File: src/rtl/mem_sdram_bridge.sv
// Bridge between the arbiter's memory bus and one toggle-handshake SDRAM controller port.
// Define BRIDGE_WRITE_POST_EN to post writes (busy only while the prior write is unacknowledged).
module mem_sdram_bridge #(
  parameter int MAX_BURST = 8,
  parameter int ADDR_W    = 25
) (
  input  logic              clk,
  input  logic              reset,
  input  logic [31:0]       mem_addr,
  input  logic [31:0]       mem_din,
  input  logic [3:0]        mem_be,
  input  logic [7:0]        mem_burstcount,
  input  logic              mem_rd,
  input  logic              mem_we,
  output logic              mem_busy,
  output logic [31:0]       mem_dout,
  output logic              mem_dout_ready,
  output logic              sdram_req,
  input  logic              sdram_ack,
  output logic              sdram_wr,
  output logic [ADDR_W-1:0] sdram_addr,
  output logic [31:0]       sdram_din,
  output logic [3:0]        sdram_be,
  output logic [3:0]        sdram_burst_cnt,
  input  logic [31:0]       sdram_dout,
  input  logic              sdram_ready,
  input  logic              sdram_burst_done
);

  typedef enum logic [1:0] {IDLE, RD_WAIT, WR_ACK, WR_NEXT} state_t;

`ifdef BRIDGE_WRITE_POST_EN
  localparam bit POSTED = 1'b1;
`else
  localparam bit POSTED = 1'b0;
`endif

  state_t            state, state_nxt;
  logic [ADDR_W-1:0] addr;
  logic [7:0]        remaining;
  logic [3:0]        beat;
  logic              issue_pend;

  logic              req_pending;
  logic [7:0]        rem_init, wr_rem, rem_after_chunk;
  logic [ADDR_W-1:0] wr_addr;
  logic              rd_accept, wr_accept, rd_beat, rd_last, rd_issue, wr_acked;
  state_t            wr_dest;

  // Address LSBs and upper bits are outside the SDRAM window; burst_done is informational.
  logic unused;
  assign unused = &{1'b0, sdram_burst_done, mem_addr};

  function automatic logic [3:0] chunk_len(input logic [7:0] rem);
    return (rem > 8'(MAX_BURST)) ? 4'(MAX_BURST) : rem[3:0];
  endfunction

  assign req_pending     = (sdram_req != sdram_ack);
  assign rem_init        = (mem_burstcount == 8'd0) ? 8'd1 : mem_burstcount;
  assign wr_rem          = (state == IDLE) ? rem_init : remaining;
  assign wr_addr         = (state == IDLE) ? mem_addr[ADDR_W-1:0] : addr + ADDR_W'(4);
  assign rem_after_chunk = remaining - {4'd0, sdram_burst_cnt};

  // Write wins over a simultaneous read; the read stays on the bus until the write burst ends.
  assign wr_accept = mem_we && !mem_busy && (state == IDLE || state == WR_NEXT);
  assign rd_accept = mem_rd && !mem_we && !mem_busy && (state == IDLE);
  assign rd_beat   = (state == RD_WAIT) && sdram_ready && !issue_pend;
  assign rd_last   = rd_beat && ((beat + 4'd1) == sdram_burst_cnt);
  assign rd_issue  = (state == RD_WAIT) && issue_pend && !req_pending;
  assign wr_acked  = (state == WR_ACK) && !req_pending;
  assign wr_dest   = POSTED ? ((wr_rem > 8'd1) ? WR_NEXT : IDLE) : WR_ACK;

  always_ff @(posedge clk) begin
    if (reset) state <= IDLE;
    else       state <= state_nxt;
  end

  always_comb begin
    // NOTE: default first so every path assigns state_nxt and no latch is inferred.
    state_nxt = state;
    case (state)
      IDLE: begin
        if (wr_accept)      state_nxt = wr_dest;
        else if (rd_accept) state_nxt = RD_WAIT;
      end
      RD_WAIT: if (rd_last && rem_after_chunk == 8'd0) state_nxt = IDLE;
      WR_ACK:  if (wr_acked) state_nxt = (remaining > 8'd1) ? WR_NEXT : IDLE;
      WR_NEXT: if (wr_accept) state_nxt = wr_dest;
      default: state_nxt = IDLE;
    endcase
  end

  always_comb begin
    mem_busy = (state == RD_WAIT) || (state == WR_ACK);
`ifdef BRIDGE_WRITE_POST_EN
    if (req_pending) mem_busy = 1'b1;
`else
`endif
  end

  // NOTE: sequential state uses non-blocking assignments so every register sees pre-edge values.
  always_ff @(posedge clk) begin
    if (reset) begin
      // NOTE: req resyncs to ack rather than to 0 so a reset never launches a phantom request.
      sdram_req       <= sdram_ack;
      sdram_wr        <= 1'b0;
      sdram_addr      <= '0;
      sdram_din       <= '0;
      sdram_be        <= '0;
      sdram_burst_cnt <= '0;
      mem_dout        <= '0;
      mem_dout_ready  <= 1'b0;
      addr            <= '0;
      remaining       <= '0;
      beat            <= '0;
      issue_pend      <= 1'b0;
    end else begin
      mem_dout_ready <= 1'b0;

      if (rd_accept) begin
        addr            <= mem_addr[ADDR_W-1:0];
        remaining       <= rem_init;
        beat            <= '0;
        issue_pend      <= 1'b0;
        sdram_req       <= ~sdram_req;
        sdram_wr        <= 1'b0;
        sdram_addr      <= mem_addr[ADDR_W-1:0];
        sdram_burst_cnt <= chunk_len(rem_init);
      end

      if (wr_accept) begin
        addr            <= wr_addr;
        remaining       <= POSTED ? wr_rem - 8'd1 : wr_rem;
        sdram_req       <= ~sdram_req;
        sdram_wr        <= 1'b1;
        sdram_addr      <= wr_addr;
        sdram_din       <= mem_din;
        sdram_be        <= mem_be;
        sdram_burst_cnt <= 4'd1;
      end

      if (rd_beat) begin
        mem_dout       <= sdram_dout;
        mem_dout_ready <= 1'b1;
        if (rd_last) begin
          beat      <= '0;
          remaining <= rem_after_chunk;
          if (rem_after_chunk != 8'd0) begin
            issue_pend <= 1'b1;
            addr       <= addr + ADDR_W'({sdram_burst_cnt, 2'b00});
          end
        end else begin
          beat <= beat + 4'd1;
        end
      end

      // The next chunk waits for the controller to have acknowledged the previous one.
      if (rd_issue) begin
        sdram_req       <= ~sdram_req;
        sdram_addr      <= addr;
        sdram_burst_cnt <= chunk_len(remaining);
        issue_pend      <= 1'b0;
      end

      if (wr_acked) remaining <= remaining - 8'd1;
    end
  end

endmodule

File: config.mk
export PLATFORM = sky130hd
export DESIGN_NAME = mem_sdram_bridge
export DESIGN_NICKNAME = d
export VERILOG_FILES = /design/src/rtl/mem_sdram_bridge.sv
export SDC_FILE = /design/constraint.sdc
export NUM_CORES = 1
export LEC_CHECK = 0
export ABC_AREA = 1
export CAP_MARGIN = 20
export CORE_AREA = 8 8 125 139
export CTS_CLUSTER_SIZE = 40
export DETAILED_ROUTE_END_ITERATION = 10
export DIE_AREA = 0 0 133 147
export PLACE_DENSITY = 0.87
export SETUP_SLACK_MARGIN = 0.2
export SLEW_MARGIN = 0
export SYNTH_ARGS = -nofsm -noshare
export SYNTH_HDL_FRONTEND = slang
export SYNTH_SLANG_ARGS = --single-unit
File: constraint.sdc
create_clock -name clk -period 3.8 [get_ports clk]
set_input_delay 0.38 -clock clk [delete_from_list [all_inputs] [get_ports clk]]
set_output_delay 0.38 -clock clk [all_outputs]
set_load 0.01 [all_outputs]
==> reports/results.md, run 1 <==
Detailed routing
• Antenna Violating Nets Remaining: 0
• DRC: 0
• Wirelength per Cell: 17.2 µm
• total wire length after detailed routing: 26600 µm
• Via density: 5.73
• via count: 8877
• met3 wire len: 2500 µm
• met1 wire length: 9860 µm
• met2 wire len: 13100 µm
• Detailed Routing Iterations Pass 1: 7
• first-iteration detailed-routing DRC count: 945
• highest routing layer actually used: met4

Timing
• measured slew at the worst slew-check pin: 1020 ps
• Final Setup Violations: 0
• time the worst path needs with I/O delays and setup: 2740 ps
• hold violation total from the final report: 0
• max_slew headroom: 0.320
• sum of negative setup slack: 0 ps
• smallest hold slack: 465 ps
• unrepaired setup endpoints after global routing: false
• share of the clock period used by the worst path: 0.722
• number of pins exceeding their max-slew limit in the final report: 0
• Achievable Freq: 364 MHz
• crit path setup slack, layout: 1060 ps
• clk_skew: 8.53 ps

Logic synthesis
• Cell variety after synth: 52
• synthesized flop and latch total: 140
• post-synthesis sequential area ratio: 0.360
• top_reg_cell synth: sky130_fd_sc_hd__dfxtp_1
• number of synthesized flops with an enable pin: 1
• cell count after synthesis: 1150
• fraction of registers with async set or reset after synthesis: 0
• Synth Net Count: 1284
• warnings from Yosys: 0
• post-synthesis instance area: 7820 µm²
• mean cell area of the mapped netlist: 6.80 µm²

Clock tree
• buffer cell driving the clock tree root: sky130_fd_sc_hd__clkbuf_16
• TritonCTS sink count: 140
• number of post-CTS setup repair buffers: 0
• maximum number of buffers from clock root to sink: 2
• clock tree from TritonCTS: built
• number of resized instances in the post-cts repair step: 0
• Clock Pin Slew Worst Setup and Hold Paths: 60 ps
• quantity of hold-fixing buffers added after cts: 0
• CTS H-tree depth: 4
• insertion delay of the later-clocked pin in the worst-skew pair: 430 ps
• Num CTS Buffers: 17

Finish
• commonest non-fill, non-tap cell in the layout: sky130_fd_sc_hd__nor2_1
• most frequent cells in the layout: sky130_fd_sc_hd__nor2_1, sky130_fd_sc_hd__clkdlybuf4s50_1, sky130_fd_sc_hd__nand2_1
• Final nets: 1469
• synthesis-to-layout area growth: 35.9%
• post-route non-filler standard cell count: 1548
• final-layout fill cell count: 1223
• number of antenna repair diodes: 0
• fraction of final layout cells with drive strength greater than 1: 0.0720

Placed design
• estimated wirelength of the detail-placed design: 18600 µm
• Placed Cells incl. Taps: 1516
• Port Buffer Count: 207
• Placement Setup Slack: 1140 ps
• gpl congestion: 0.939

Setup path
• nature of the critical path startpoint: flop
• Max Fanout on Critical Path: 42
• kind of critical path: flop to flop
• Required @ worst endpoint: 4090 ps
• Worst setup EP type: flop
• r2r endpoint: addr[12]$_SDFF_PP0_
• data arrival time of the worst path: 3030 ps
• source of the worst register-to-register timing path: remaining[0]$_SDFF_PP0_
• logic depth of the worst register-to-register path: 12
• CP startpoint: remaining[0]$_SDFF_PP0_
• worst-case register-to-register setup slack: 1060 ps
• worst setup path endpoint: addr[12]$_SDFF_PP0_

Outcome
• result of the run: finished, final reports clean

Power
• IR drop worst, VDD: 0.000418 V
• Power Density: 735 nW/µm²
• LEAKAGE: 4.46 nW

Global routing
• number of global-route vias before repair: 8484
• largest net degree at the start of global routing: 69
• wire length of the first global-routing pass: 42000 µm
• total overflow reported by the global router: 0
• initial antenna violation count: 0
• GRT Resource Usage Total: 0.262

Flow run
• max-cap viol count: 0

Die
• I/O pin count: 216
• DIE AREA: 19600 µm²
• Core Box Area: 15200 µm²
• row count: 48
• starting density of the core: 0.515
• Die Wd: 133 µm
• die height: 147 µm

Hold path
• worst hold path class: flop to flop

stage by stage:
| stage | instance area (µm²) | power (W) | utilization |
|---|---|---|---|
| 2_1_floorplan | 7820 | 0.00459 | - |
| 3_5_place_dp | 10000 | 0.00595 | 0.658 |
| 4_1_cts | 10600 | 0.00778 | 0.700 |
| 5_1_grt | 10600 | 0.00829 | 0.700 |
| 3_3_place_gp | 10000 | 0.00584 | 0.658 |
| 6_report | 10600 | 0.00781 | 0.700 |
worst min-delay path by stage:
stage,cells past startpoint,from,to
global placement,2,sdram_wr$_SDFFE_PP0P_,sdram_wr$_SDFFE_PP0P_
global route,2,addr[1]$_SDFFE_PP0P_,addr[1]$_SDFFE_PP0P_
floorplan,2,beat[3]$_SDFFE_PP0P_,beat[3]$_SDFFE_PP0P_
CTS,2,sdram_wr$_SDFFE_PP0P_,sdram_wr$_SDFFE_PP0P_
detailed placement,2,sdram_wr$_SDFFE_PP0P_,sdram_wr$_SDFFE_PP0P_
finish,2,sdram_wr$_SDFFE_PP0P_,sdram_wr$_SDFFE_PP0P_
routing by layer:
metal | track usage | vias to the layer above
met1 | 0.289 | 4098
met2 | 0.451 | 460
met4 | 0.140 | 0
met3 | 0.0710 | 109
met5 | 0 | -
li1 | - | 4210
cell families after synthesis:
| logic type | after synthesis | share of synthesized area |
|---|---|---|
| AND/OR/NAND/NOR | 521 | 0.291 |
| flip-flops | 140 | 0.360 |
| XOR/XNOR | 19 | 0.0222 |
| adder cells (fa/ha/maj) | 19 | 0.0323 |
| AO/OA/AOI/OAI | 285 | 0.209 |
| buffers and inverters | 166 | 0.0864 |
synth_stat cells (all sizes together), types with 13 or more instances:
library cell,count,area (µm²)
a211oi,13,97.6
a21oi,64,332
buf,15,103
clkbuf,38,143
dfxtp,139,2780
ha,17,213
inv,110,413
nand2,166,658
nand3,53,308
nand4,15,93.8
nor2,262,1040
o21ai,141,706
xor2,16,148
power breakdown:
| group | switching [W] | internal, W | total [W] |
|---|---|---|---|
| Clock | 0.000683 | 0.00113 | 0.00181 |
| Sequential | 0.000397 | 0.00191 | 0.00231 |
| Combinational | 0.00218 | 0.00151 | 0.00369 |
| Total | 0.00326 | 0.00455 | 0.00781 |
cell type report:
type	instances	area, µm²	share of cell area
Timing Repair Buffer	219	2170	0.204
Sequential cell	140	2810	0.265
Clock inverter	11	179	0.0168
Tap cell	200	250	0.0235
Clock buffer	21	450	0.0424
Inverter	113	430	0.0405
Multi-Input combinational cell	844	4340	0.408
critical path, cell delays in order, from the launching register on:
cell                      delay, ps
sky130_fd_sc_hd__dfxtp_1        350
sky130_fd_sc_hd__inv_1          130
sky130_fd_sc_hd__ha_1           240
sky130_fd_sc_hd__fa_1           400
sky130_fd_sc_hd__inv_1           70
sky130_fd_sc_hd__nand3_1        110
sky130_fd_sc_hd__nand2_1        110
sky130_fd_sc_hd__xor2_1         290
sky130_fd_sc_hd__nor2_4          90
sky130_fd_sc_hd__nand2_4        180
sky130_fd_sc_hd__nand2_4        300
sky130_fd_sc_hd__o21ai_1        240
sky130_fd_sc_hd__a21oi_1         60
registers in the layout, summed over array words and instances, names as in the netlist, 2 cells and up:
signal,count
remaining,8
mem_dout,32
beat,4
sdram_din,32
state,2
sdram_be,4
addr,25
sdram_addr,25
sdram_burst_cnt,4
Note: power is estimated with default switching activity, not from simulation.
==> run 2: changes to the inputs <==
Settings changed: CORE_AREA 8 8 125 139 to 8 8 130 144, DIE_AREA 0 0 133 147 to 0 0 138 152, PLACE_DENSITY 0.87 to 0.81.
Clock period 3.8 ns to 2.8 ns, I/O delays scaled along.
==> reports/results.md, run 2 (synthesis gave the netlist of run 1 again) <==
Global routing
• number of global-route vias before repair: 8287
• initial antenna violation count: 0
• GRT Resource Usage Total: 0.242
• wire length of the first global-routing pass: 42300 µm
• total overflow reported by the global router: 0
• largest net degree at the start of global routing: 69

Power
• LEAKAGE: 4.49 nW
• proportion of power drawn by combinational gates: 0.477
• switching power as a share of total power: 0.417
• portion of total power attributed to sequential cells: 0.296
• switching pwr: 0.00439 W
• Internal Power: 0.00614 W
• IR drop worst, VDD: 0.000484 V
• Power Density: 985 nW/µm²
• clock power share: 0.227
• post-layout power: 0.0105 W

Timing
• share of the clock period used by the worst path: 0.893
• max_slew headroom: 0.535
• measured slew at the worst slew-check pin: 697 ps
• number of pins exceeding their max-slew limit in the final report: 0
• Final Setup Violations: 0
• sum of negative setup slack: 0 ps
• Achievable Freq: 400 MHz
• hold violation total from the final report: 0
• clk_skew: 7.68 ps
• unrepaired setup endpoints after global routing: true
• time the worst path needs with I/O delays and setup: 2500 ps

Die
• Core Box Area: 16200 µm²
• die height: 152 µm
• Die Wd: 138 µm
• I/O pin count: 216
• starting density of the core: 0.483
• DIE AREA: 21000 µm²
• row count: 49

Finish
• number of antenna repair diodes: 0
• synthesis-to-layout area growth: 36.6%
• registers with the most flip-flops: mem_dout (32), sdram_din (32)
• Final nets: 1476
• fraction of final layout cells with drive strength greater than 1: 0.0804
• commonest non-fill, non-tap cell in the layout: sky130_fd_sc_hd__nor2_1
• most frequent cells in the layout: sky130_fd_sc_hd__nor2_1, sky130_fd_sc_hd__clkdlybuf4s50_1, sky130_fd_sc_hd__nand2_1
• final standard cell utilization of the core: 0.660

Clock tree
• quantity of hold-fixing buffers added after cts: 0
• buffer cell driving the clock tree root: sky130_fd_sc_hd__clkbuf_16
• clock tree from TritonCTS: built
• Num CTS Buffers: 17
• CTS H-tree depth: 4
• maximum number of buffers from clock root to sink: 2
• TritonCTS sink count: 140
• Clock Pin Slew Worst Setup and Hold Paths: 70 ps
• insertion delay of the later-clocked pin in the worst-skew pair: 420 ps

Detailed routing
• Antenna Violating Nets Remaining: 0
• Detailed Routing Iterations Pass 1: 6
• total wire length after detailed routing: 26100 µm
• Wirelength per Cell: 16.7 µm
• DRC: 0
• first-iteration detailed-routing DRC count: 775
• Via density: 5.50
• via count: 8577

Outcome
• result of the run: finished, final reports clean

Setup path
• Required @ worst endpoint: 3110 ps
• data arrival time of the worst path: 2820 ps
• Worst setup EP type: flop
• logic depth of the worst register-to-register path: 10
• worst-case register-to-register setup slack: 300 ps
• r2r endpoint: addr[18]$_SDFF_PP0_
• worst setup path endpoint: addr[18]$_SDFF_PP0_
• source of the worst register-to-register timing path: sdram_burst_cnt[1]$_SDFFE_PP0P_
• kind of critical path: flop to flop
• nature of the critical path startpoint: flop
• Max Fanout on Critical Path: 5
• CP startpoint: sdram_burst_cnt[1]$_SDFFE_PP0P_

Hold path
• worst hold path class: input pin to flop
• Min-Delay Startpoint: sdram_dout[12]

Placed design
• Port Buffer Count: 207
• gpl congestion: 0.940
• estimated wirelength of the detail-placed design: 18500 µm

Flow run
• max-cap viol count: 0

-- run 2: repair_timing --
action / CTS / global route
endpoints found under the setup margin: 1 / 8
buffers inserted: 0 / 0
gates cloned: 0 / 0
hold endpoints to repair: 0 / 0
gates resized for setup: 1 / 3
pin swaps: 0 / 0
-- run 2: final cells by class --
class                   count  area, µm²
clock buffers              19        443
clock inverters            13        176
fillers                  1437       5500
inverters                 113        430
multi-input cells         844       4360
flip-flops and latches    140       2810
well taps                 204        255
repair buffers            226       2210
-- run 2: per-layer routing --
layer	global-route usage	routed length, µm	up-vias
li1	-	-	4223
met1	0.275	10200	3878
met2	0.409	12600	402
met3	0.0754	2460	74
met4	0.103	883	0
met5	0	0	-
-- run 2: critical path, cell delays in order (launching register included) --
cell and delay (ps):
sky130_fd_sc_hd__dfxtp_1 470, sky130_fd_sc_hd__inv_1 190, sky130_fd_sc_hd__fa_1 490, sky130_fd_sc_hd__nand3b_1 200
sky130_fd_sc_hd__nand2_1 140, sky130_fd_sc_hd__nand2_1 190, sky130_fd_sc_hd__nor2_1 200, sky130_fd_sc_hd__nand2_1 90
sky130_fd_sc_hd__o21ai_0 160, sky130_fd_sc_hd__nand3_1 90, sky130_fd_sc_hd__and3_1 180
-- run 2: worst min path at each step --
stage                                             to  slack, ps  cells after the start
after floorplan             mem_dout[0]$_SDFFE_PP0P_        410                      2
after global placement         sdram_wr$_SDFFE_PP0P_        450                      2
after detailed placement  sdram_din[20]$_SDFFE_PP0P_        470                      2
after CTS                  mem_dout[12]$_SDFFE_PP0P_        430                      3
after global routing        mem_dout[2]$_SDFFE_PP0P_        450                      3
final                      mem_dout[12]$_SDFFE_PP0P_        440                      3
-- run 2: metrics by stage --
stage          cell area, µm²  hold slack, ps  cells  worst slack, ps
2_1_floorplan            7820             415   1150              569
3_3_place_gp            10000             453   1527              288
3_5_place_dp            10000             471   1527              243
4_1_cts                 10700             425   1559              314
5_1_grt                 10700             450   1559              161
6_report                10700             437   1559              299
-- run 2: power by group through the flow --
stage	sequential (W)	combinational (W)	clock, W
final	0.00311	0.00503	0.00239
after floorplan	0.00321	0.00302	0
after CTS	0.00310	0.00501	0.00243
after global placement	0.00312	0.00489	0
after global routing	0.00319	0.00555	0.00252
after detailed placement	0.00314	0.00497	0
==> run 3: changes to the inputs <==
Settings changed: CAP_MARGIN 20 to 10.
==> results of run 3 <==
No change in the layout: final DEF, timing and power equal those of run 2.
